[src/rtl/timer0_irq_sequencer_pkg.sv]
// timer0_irq_sequencer_pkg: shared constants for the Timer/Counter0 interrupt
// sequencer. Holds the ISR vector addresses, the TIFR0/TIMSK0 bit positions,
// the SREG I-bit position and the sequencer state encoding.
package timer0_irq_sequencer_pkg;

    localparam int NUM_SRC = 3;

    // TIFR0 flag positions; TIMSK0 enables share the same positions
    localparam int TOV0  = 0;
    localparam int OCF0A = 1;
    localparam int OCF0B = 2;
    localparam int TOIE0  = 0;
    localparam int OCIE0A = 1;
    localparam int OCIE0B = 2;

    // SREG global interrupt enable position
    localparam int FLAGS_I = 7;

    // ISR word addresses in the vector table
    localparam logic [9:0] TIM0_COMPA_ISR = 10'h01C;
    localparam logic [9:0] TIM0_COMPB_ISR = 10'h01E;
    localparam logic [9:0] TIM0_OVF_ISR   = 10'h020;

    typedef enum logic [1:0] {
        ST_IDLE    = 2'd0,
        ST_REQUEST = 2'd1,
        ST_SERVICE = 2'd2
    } state_t;

    // Map a source index to its ISR address
    function automatic logic [9:0] vector_of(input logic [1:0] idx);
        case (idx)
            2'd1:    vector_of = TIM0_COMPA_ISR;
            2'd2:    vector_of = TIM0_COMPB_ISR;
            default: vector_of = TIM0_OVF_ISR;
        endcase
    endfunction

endpackage

[src/rtl/timer0_irq_sequencer_if.sv]
// timer0_irq_sequencer_if: groups the timer event, I/O register and control
// unit handshake signals of the Timer0 interrupt sequencer. The slave modport
// is the sequencer's view; the master modport is the surrounding system.
interface timer0_irq_sequencer_if #(
    parameter int DATA_WIDTH   = 8,
    parameter int I_ADDR_WIDTH = 10
);
    logic [2:0]              flag_set;
    logic [DATA_WIDTH-1:0]   mem_timsk;
    logic                    sreg_i;
    logic                    tifr_we;
    logic [DATA_WIDTH-1:0]   tifr_wdata;
    logic                    irq_ack;
    logic                    reti;
    logic [DATA_WIDTH-1:0]   mem_tifr;
    logic                    irq;
    logic [I_ADDR_WIDTH-1:0] vector;
    logic                    sreg_i_clr;
    logic                    sreg_i_set;
    logic                    in_service;

    modport master (
        output flag_set, mem_timsk, sreg_i, tifr_we, tifr_wdata, irq_ack, reti,
        input  mem_tifr, irq, vector, sreg_i_clr, sreg_i_set, in_service
    );

    modport slave (
        input  flag_set, mem_timsk, sreg_i, tifr_we, tifr_wdata, irq_ack, reti,
        output mem_tifr, irq, vector, sreg_i_clr, sreg_i_set, in_service
    );
endinterface

[src/rtl/timer0_irq_sequencer_irq_priority_select.sv]
// irq_priority_select: picks one source out of three eligible requests,
// searching upward (mod 3) from the given start pointer. With the pointer
// tied to zero this is plain fixed priority 0 > 1 > 2. Purely combinational.
module irq_priority_select (
    input  logic [2:0] eligible,
    input  logic [1:0] ptr,
    output logic [2:0] grant,
    output logic [1:0] idx,
    output logic       valid
);

    logic [2:0] cand;
    logic [2:0] shifted;

    // Walk the three candidates in rotated order, first eligible wins
    always_comb begin
        grant   = 3'b000;
        idx     = 2'd0;
        valid   = 1'b0;
        cand    = 3'd0;
        shifted = 3'd0;
        for (int i = 0; i < 3; i++) begin
            cand = {1'b0, ptr} + 3'(i);
            if (cand >= 3'd3) begin
                cand = cand - 3'd3;
            end
            shifted = eligible >> cand[1:0];
            if (!valid && shifted[0]) begin
                valid = 1'b1;
                idx   = cand[1:0];
                grant = 3'b001 << cand[1:0];
            end
        end
    end

endmodule

[src/rtl/timer0_irq_sequencer.sv]
// timer0_irq_sequencer: owns the TIFR0 flag image and feeds one Timer0
// interrupt at a time to the control unit over an irq/ack handshake, pulsing
// the SREG I-bit clear on entry and set on RETI. All outputs are registered.
// Build option: define IRQ_ROUND_ROBIN_EN for rotating priority; otherwise
// overflow > compare A > compare B.
module timer0_irq_sequencer
    import timer0_irq_sequencer_pkg::*;
#(
    parameter int DATA_WIDTH   = 8,
    parameter int I_ADDR_WIDTH = 10
) (
    input  logic                         clk,
    input  logic                         reset,
    timer0_irq_sequencer_if.slave        bus
);

    state_t                  state, state_next;
    logic [2:0]              pend_q, pend_next;
    logic [1:0]              win_q, win_next;
    logic                    irq_q, irq_next;
    logic [I_ADDR_WIDTH-1:0] vector_q, vector_next;
    logic                    clr_q, clr_next;
    logic                    set_q, set_next;
    logic                    svc_q, svc_next;

    logic [2:0] sw_clr;
    logic [2:0] ack_clr;
    logic [2:0] pend_sw;
    logic [2:0] eligible;
    logic [2:0] live;
    logic       win_live;
    logic       ptr_adv;
    logic [1:0] ptr;
    logic [2:0] sel_grant;
    logic [1:0] sel_idx;
    logic       sel_valid;

    logic unused_bits;
    assign unused_bits = ^{bus.mem_timsk[DATA_WIDTH-1:3], bus.tifr_wdata[DATA_WIDTH-1:3], sel_grant};

    assign sw_clr   = bus.tifr_we ? bus.tifr_wdata[2:0] : 3'b000;
    assign eligible = pend_q & bus.mem_timsk[2:0] & {3{bus.sreg_i}};

    // Winner still wanted this cycle: a software clear drops it unless the
    // timer re-sets the same flag in the same cycle.
    assign pend_sw  = (pend_q & ~sw_clr) | bus.flag_set;
    assign live     = pend_sw & bus.mem_timsk[2:0] & {3{bus.sreg_i}};
    assign win_live = |(live & (3'b001 << win_q));

    // Set always beats clear, whether the clear is software or acknowledge
    assign pend_next = (pend_q & ~(sw_clr | ack_clr)) | bus.flag_set;

    irq_priority_select u_sel (
        .eligible (eligible),
        .ptr      (ptr),
        .grant    (sel_grant),
        .idx      (sel_idx),
        .valid    (sel_valid)
    );

`ifdef IRQ_ROUND_ROBIN_EN
    logic [1:0] ptr_q;

    // Rotate the search start past each acknowledged source
    always_ff @(posedge clk) begin
        if (reset) begin
            ptr_q <= 2'd0;
        end else if (ptr_adv) begin
            ptr_q <= (win_q == 2'd2) ? 2'd0 : win_q + 2'd1;
        end
    end

    assign ptr = ptr_q;
`else
    logic unused_ptr_adv;
    assign unused_ptr_adv = ptr_adv;
    assign ptr = 2'd0;
`endif

    // State, flag image and registered outputs
    always_ff @(posedge clk) begin
        if (reset) begin
            state    <= ST_IDLE;
            pend_q   <= 3'b000;
            win_q    <= 2'd0;
            irq_q    <= 1'b0;
            vector_q <= '0;
            clr_q    <= 1'b0;
            set_q    <= 1'b0;
            svc_q    <= 1'b0;
        end else begin
            state    <= state_next;
            pend_q   <= pend_next;
            win_q    <= win_next;
            irq_q    <= irq_next;
            vector_q <= vector_next;
            clr_q    <= clr_next;
            set_q    <= set_next;
            svc_q    <= svc_next;
        end
    end

    // Request / service sequencing
    always_comb begin
        state_next  = state;
        win_next    = win_q;
        irq_next    = irq_q;
        vector_next = vector_q;
        clr_next    = 1'b0;
        set_next    = 1'b0;
        svc_next    = svc_q;
        ack_clr     = 3'b000;
        ptr_adv     = 1'b0;
        case (state)
            ST_IDLE: begin
                if (sel_valid) begin
                    win_next    = sel_idx;
                    vector_next = I_ADDR_WIDTH'(vector_of(sel_idx));
                    irq_next    = 1'b1;
                    state_next  = ST_REQUEST;
                end
            end
            ST_REQUEST: begin
                if (bus.irq_ack) begin
                    ack_clr    = 3'b001 << win_q;
                    clr_next   = 1'b1;
                    irq_next   = 1'b0;
                    svc_next   = 1'b1;
                    ptr_adv    = 1'b1;
                    state_next = ST_SERVICE;
                end else if (!win_live) begin
                    irq_next   = 1'b0;
                    state_next = ST_IDLE;
                end
            end
            ST_SERVICE: begin
                if (bus.reti) begin
                    set_next   = 1'b1;
                    svc_next   = 1'b0;
                    state_next = ST_IDLE;
                end
            end
            default: begin
                irq_next   = 1'b0;
                svc_next   = 1'b0;
                state_next = ST_IDLE;
            end
        endcase
    end

    assign bus.mem_tifr   = {{(DATA_WIDTH-3){1'b0}}, pend_q};
    assign bus.irq        = irq_q;
    assign bus.vector     = vector_q;
    assign bus.sreg_i_clr = clr_q;
    assign bus.sreg_i_set = set_q;
    assign bus.in_service = svc_q;

endmodule

[src/flat_wrapper.sv]
// flat-port wrapper written by rule: the top's interface ports become plain ports
module timer0_irq_sequencer_flat import timer0_irq_sequencer_pkg::*;
#(
    parameter int DATA_WIDTH   = 8,
    parameter int I_ADDR_WIDTH = 10
)
  (clk, reset, bus_flag_set, bus_mem_timsk, bus_sreg_i, bus_tifr_we, bus_tifr_wdata, bus_irq_ack, bus_reti, bus_mem_tifr, bus_irq, bus_vector, bus_sreg_i_clr, bus_sreg_i_set, bus_in_service);
  timer0_irq_sequencer_if #(.DATA_WIDTH(DATA_WIDTH), .I_ADDR_WIDTH(I_ADDR_WIDTH)) bus_i ();
  input  logic clk;
  input  logic reset;
  input wire logic [$bits(bus_i.flag_set)-1:0] bus_flag_set;
  input wire logic [$bits(bus_i.mem_timsk)-1:0] bus_mem_timsk;
  input wire logic [$bits(bus_i.sreg_i)-1:0] bus_sreg_i;
  input wire logic [$bits(bus_i.tifr_we)-1:0] bus_tifr_we;
  input wire logic [$bits(bus_i.tifr_wdata)-1:0] bus_tifr_wdata;
  input wire logic [$bits(bus_i.irq_ack)-1:0] bus_irq_ack;
  input wire logic [$bits(bus_i.reti)-1:0] bus_reti;
  output wire logic [$bits(bus_i.mem_tifr)-1:0] bus_mem_tifr;
  output wire logic [$bits(bus_i.irq)-1:0] bus_irq;
  output wire logic [$bits(bus_i.vector)-1:0] bus_vector;
  output wire logic [$bits(bus_i.sreg_i_clr)-1:0] bus_sreg_i_clr;
  output wire logic [$bits(bus_i.sreg_i_set)-1:0] bus_sreg_i_set;
  output wire logic [$bits(bus_i.in_service)-1:0] bus_in_service;
  assign bus_i.flag_set = bus_flag_set;
  assign bus_i.mem_timsk = bus_mem_timsk;
  assign bus_i.sreg_i = bus_sreg_i;
  assign bus_i.tifr_we = bus_tifr_we;
  assign bus_i.tifr_wdata = bus_tifr_wdata;
  assign bus_i.irq_ack = bus_irq_ack;
  assign bus_i.reti = bus_reti;
  assign bus_mem_tifr = bus_i.mem_tifr;
  assign bus_irq = bus_i.irq;
  assign bus_vector = bus_i.vector;
  assign bus_sreg_i_clr = bus_i.sreg_i_clr;
  assign bus_sreg_i_set = bus_i.sreg_i_set;
  assign bus_in_service = bus_i.in_service;
  timer0_irq_sequencer #(.DATA_WIDTH(DATA_WIDTH), .I_ADDR_WIDTH(I_ADDR_WIDTH)) u_core (.clk(clk), .reset(reset), .bus(bus_i));
endmodule
[config.mk]
export PLATFORM = sky130hd
export DESIGN_NAME = timer0_irq_sequencer_flat
export DESIGN_NICKNAME = d
export VERILOG_FILES = /design/src/rtl/timer0_irq_sequencer_pkg.sv /design/src/rtl/timer0_irq_sequencer_if.sv /design/src/rtl/timer0_irq_sequencer_irq_priority_select.sv /design/src/rtl/timer0_irq_sequencer.sv /design/src/flat_wrapper.sv
export SDC_FILE = /design/constraint.sdc
export NUM_CORES = 1
export LEC_CHECK = 0
export BUFFER_PORTS_ARGS = -buffer_cell sky130_fd_sc_hd__buf_2
export CAP_MARGIN = 0
export CORE_MARGIN = 2
export CORE_UTILIZATION = 42
export CTS_CLUSTER_SIZE = 16
export DETAILED_ROUTE_END_ITERATION = 10
export MAX_ROUTING_LAYER = met4
export PLACE_DENSITY_LB_ADDON = 0.08
export SYNTH_ARGS = -nofsm -noshare
export SYNTH_HDL_FRONTEND = slang
export SYNTH_SLANG_ARGS = --single-unit
[constraint.sdc]
create_clock -name clk -period 2.5 [get_ports clk]
set_input_delay 0.25 -clock clk [delete_from_list [all_inputs] [get_ports clk]]
set_output_delay 0.25 -clock clk [all_outputs]
set_load 0.1 [all_outputs]
==> impl_metrics.csv <==
group,metric,value,unit
sta,fin_skew,0.802,ps
clocking,cts_sinks,14,
floorplanning,dieWidth,44.3,um
global_route,grt_max_degree,15,
power,power_leakage,0.371,nW
yosys,synth_top_cell_by_area,"dfxtp_1",
drt,drt_wl_total,1340,um
power,p_comb_frac,0.343,
power,ir_drop,0.329,mV
yosys,yosysSeqAreaShare,0.410,
drt,wl_met1,664,um
yosys,syn_avg_cell_area,8.43,um2
clocking,cts_buffers,3,
sta,setup_tns,0,ps
sta,timing.fmax,603,MHz
sta,finalHoldViolCount,0,
drt,wl_met2,573,um
yosys,synth_area_leaders,"dfxtp_1, buf_4, a21oi_1, nand2_1, nor2_1",
floorplanning,core_area,1520,um2
clocking,cts_hold_buf,0,
drt,drtIter0Drc,9,
drt,post_drt_wl_per_cell,10.9,um
setup_path,reg2reg_slack,840,ps
clocking,clockBufferDepth,2,
clocking,cts-root-buf,"clkbuf_4",
run_status,outcome,"complete, no violations",
clocking,postCtsSetupBuffers,0,
yosys,synth_cell_type_count,29,
drt,first_pass_iters,4,
global_route,antenna_found_initial,0,
setup_path,cp.required,2680,ps
yosys,yosysWarnings,0,
global_route,grt_pass1_wl,2080,um
drt,highest_layer,"met4",
final_layout,drive_gt1_frac,0.299,
sta,slew_violations,0,
drt,wl_met3,94,um
power,p_int,0.355,mW
min_path,hold_path_class,"in2reg",
power,p_clk_frac,0.259,
clocking,cts_tree,"built",
drt,drc,0,
drt,ant_nets,0,
yosys,syn-instance-count,81,
job,drv_cap,0,
placed_design,place_congestion,0.821,
floorplanning,boundaryPins,47,
sta,period_needed,1660,ps
clocking,post_cts_resized,0,
floorplanning,row_count,14,
clocking,htreeDepth,1,
setup_path,worstPathMaxFanout,6,
sta,post-route-period-util,0.664,
global_route,track_usage,0.150,
drt,route.vias.total,622,
floorplanning,chipHeight,44.3,um
setup_path,setup.worst_path.start_class,"flip-flop",
global_route,grt-ovfl-total,0,
setup_path,worstSetupPathType,"reg2reg",
floorplanning,start_util,0.448,
power,p_seq_frac,0.398,
final_layout,insertedDiodeCount,0,
sta,setup_viol,0,
yosys,netlist.area_leader.share,0.410,
setup_path,critPathCaptureType,"flip-flop",
yosys,synth_area,683,um2
floorplanning,die_area,1970,um2
placed_design,io_buffers,26,
final_layout,area_growth,18.5,%
placed_design,dpl.hpwl,1040,um
power,switching_share,0.424,
sta,hold_slack,258,ps
yosys,ys_ff_latch,14,
power,power.density,760,nW/um2
clocking,insertion_delay,270,ps
drt,vias_per_cell,5.06,
final_layout,fin_nets,133,
global_route,grt_pass1_vias,511,
sta,rsz0062_at_grt,"no",
setup_path,critical_path_arrival,1840,ps
clocking,clk_pin_slew,80,ps
power,power_switching,0.261,mW
-- critical path, cell delays in order (launching register included) --
cell and delay (ps):
dfxtp_1 360, or4b_1 550, or3_1 400, a311oi_1 260
-- final timing paths --
kind                        startpoint                   end  cells after the start
hold reg to reg   u_core.bus.vector[1]  u_core.bus.vector[1]                      2
setup reg to reg       u_core.state[1]        u_core.bus.irq                      3
setup / recovery       u_core.state[1]        u_core.bus.irq                      3
hold / removal                bus_reti       u_core.state[1]                      4
-- layout by cell type (no fill, tap or decap), types with 2 or more instances in the layout --
cell and n:
nor2b_1 2, nor2_1 6, a21boi_0 2, dfxtp_1 14, a31oi_1 2, o22ai_1 2, nor3_1 2, or3_1 3
inv_1 3, buf_2 26, clkbuf_4 3, conb_1 10, nand2_1 8, a21oi_1 7, o2111ai_1 2
-- per-stage QoR --
step / util / area, um2 / power (mW) / setup WS, ps / cells
5_1_grt: 0.531 / 810 / 0.645 / 764 / 123
6_report: 0.531 / 810 / 0.615 / 841 / 123
3_5_place_dp: 0.507 / 773 / 0.461 / 851 / 119
3_3_place_gp: 0.507 / 773 / 0.461 / 873 / 119
4_1_cts: 0.531 / 810 / 0.621 / 833 / 123
2_1_floorplan: - / 717 / 0.444 / 608 / 90
-- per-layer routing --
metal / global-route usage / vias up
li1: - / 319
met1: 0.188 / 276
met2: 0.232 / 25
met3: 0.0367 / 2
met4: 0.0545 / 0
met5: - / -
-- power by group through the flow --
stage                     clock network (mW)  registers (mW)  logic [mW]
after floorplan                            0           0.317       0.127
after global placement                     0           0.250       0.211
after detailed placement                   0           0.250       0.211
after CTS                              0.165           0.245       0.211
after global routing                   0.178           0.247       0.220
final                                  0.159           0.245       0.211
-- state kept, by name, summed over array words and instances (netlist names) --
register / count
u_core.bus.sreg_i_set: 1
u_core.win_q: 2
u_core.bus.in_service: 1
u_core.state: 2
u_core.bus.sreg_i_clr: 1
u_core.bus.irq: 1
u_core.bus.vector: 3
u_core.pend_q: 3
-- area by class of cell --
cell class / instances / area, um2
Sequential cell: 14 / 280
Clock buffer: 4 / 36.3
Tap cell: 16 / 20.0
Multi-Input combinational cell: 60 / 332
Timing Repair Buffer: 26 / 130
Fill cell: 149 / 714
Inverter: 3 / 11.3
-- Yosys cell counts --
library cell / count
inv_1: 3
nor4_1: 1
a31oi_1: 2
a22o_1: 1
o211ai_1: 1
nor2_1: 6
or3_1: 3
nand3b_1: 1
nand4_1: 1
a22oi_1: 1
dfxtp_1: 14
nand3_1: 1
and4bb_2: 1
nand2_1: 8
o2111ai_1: 2
a21oi_1: 7
nor3b_1: 1
clkbuf_1: 1
o22ai_1: 2
and2_1: 1
conb_1: 1
nor2b_1: 2
o21ai_1: 1
or4b_1: 1
nor3_1: 2
a21boi_0: 2
buf_4: 12
a21o_2: 1
a311oi_1: 1
-- cell families (layout without fill, tap and decap cells) --
kind of cell	count (synthesis)	in the layout	synth area share
other	1	10	0.00549
buffers and inverters	16	33	0.154
AND/OR/NAND/NOR	29	29	0.227
AO/OA/AOI/OAI	21	21	0.203
flip-flops	14	14	0.410
Power figures use the tool's default switching activity.
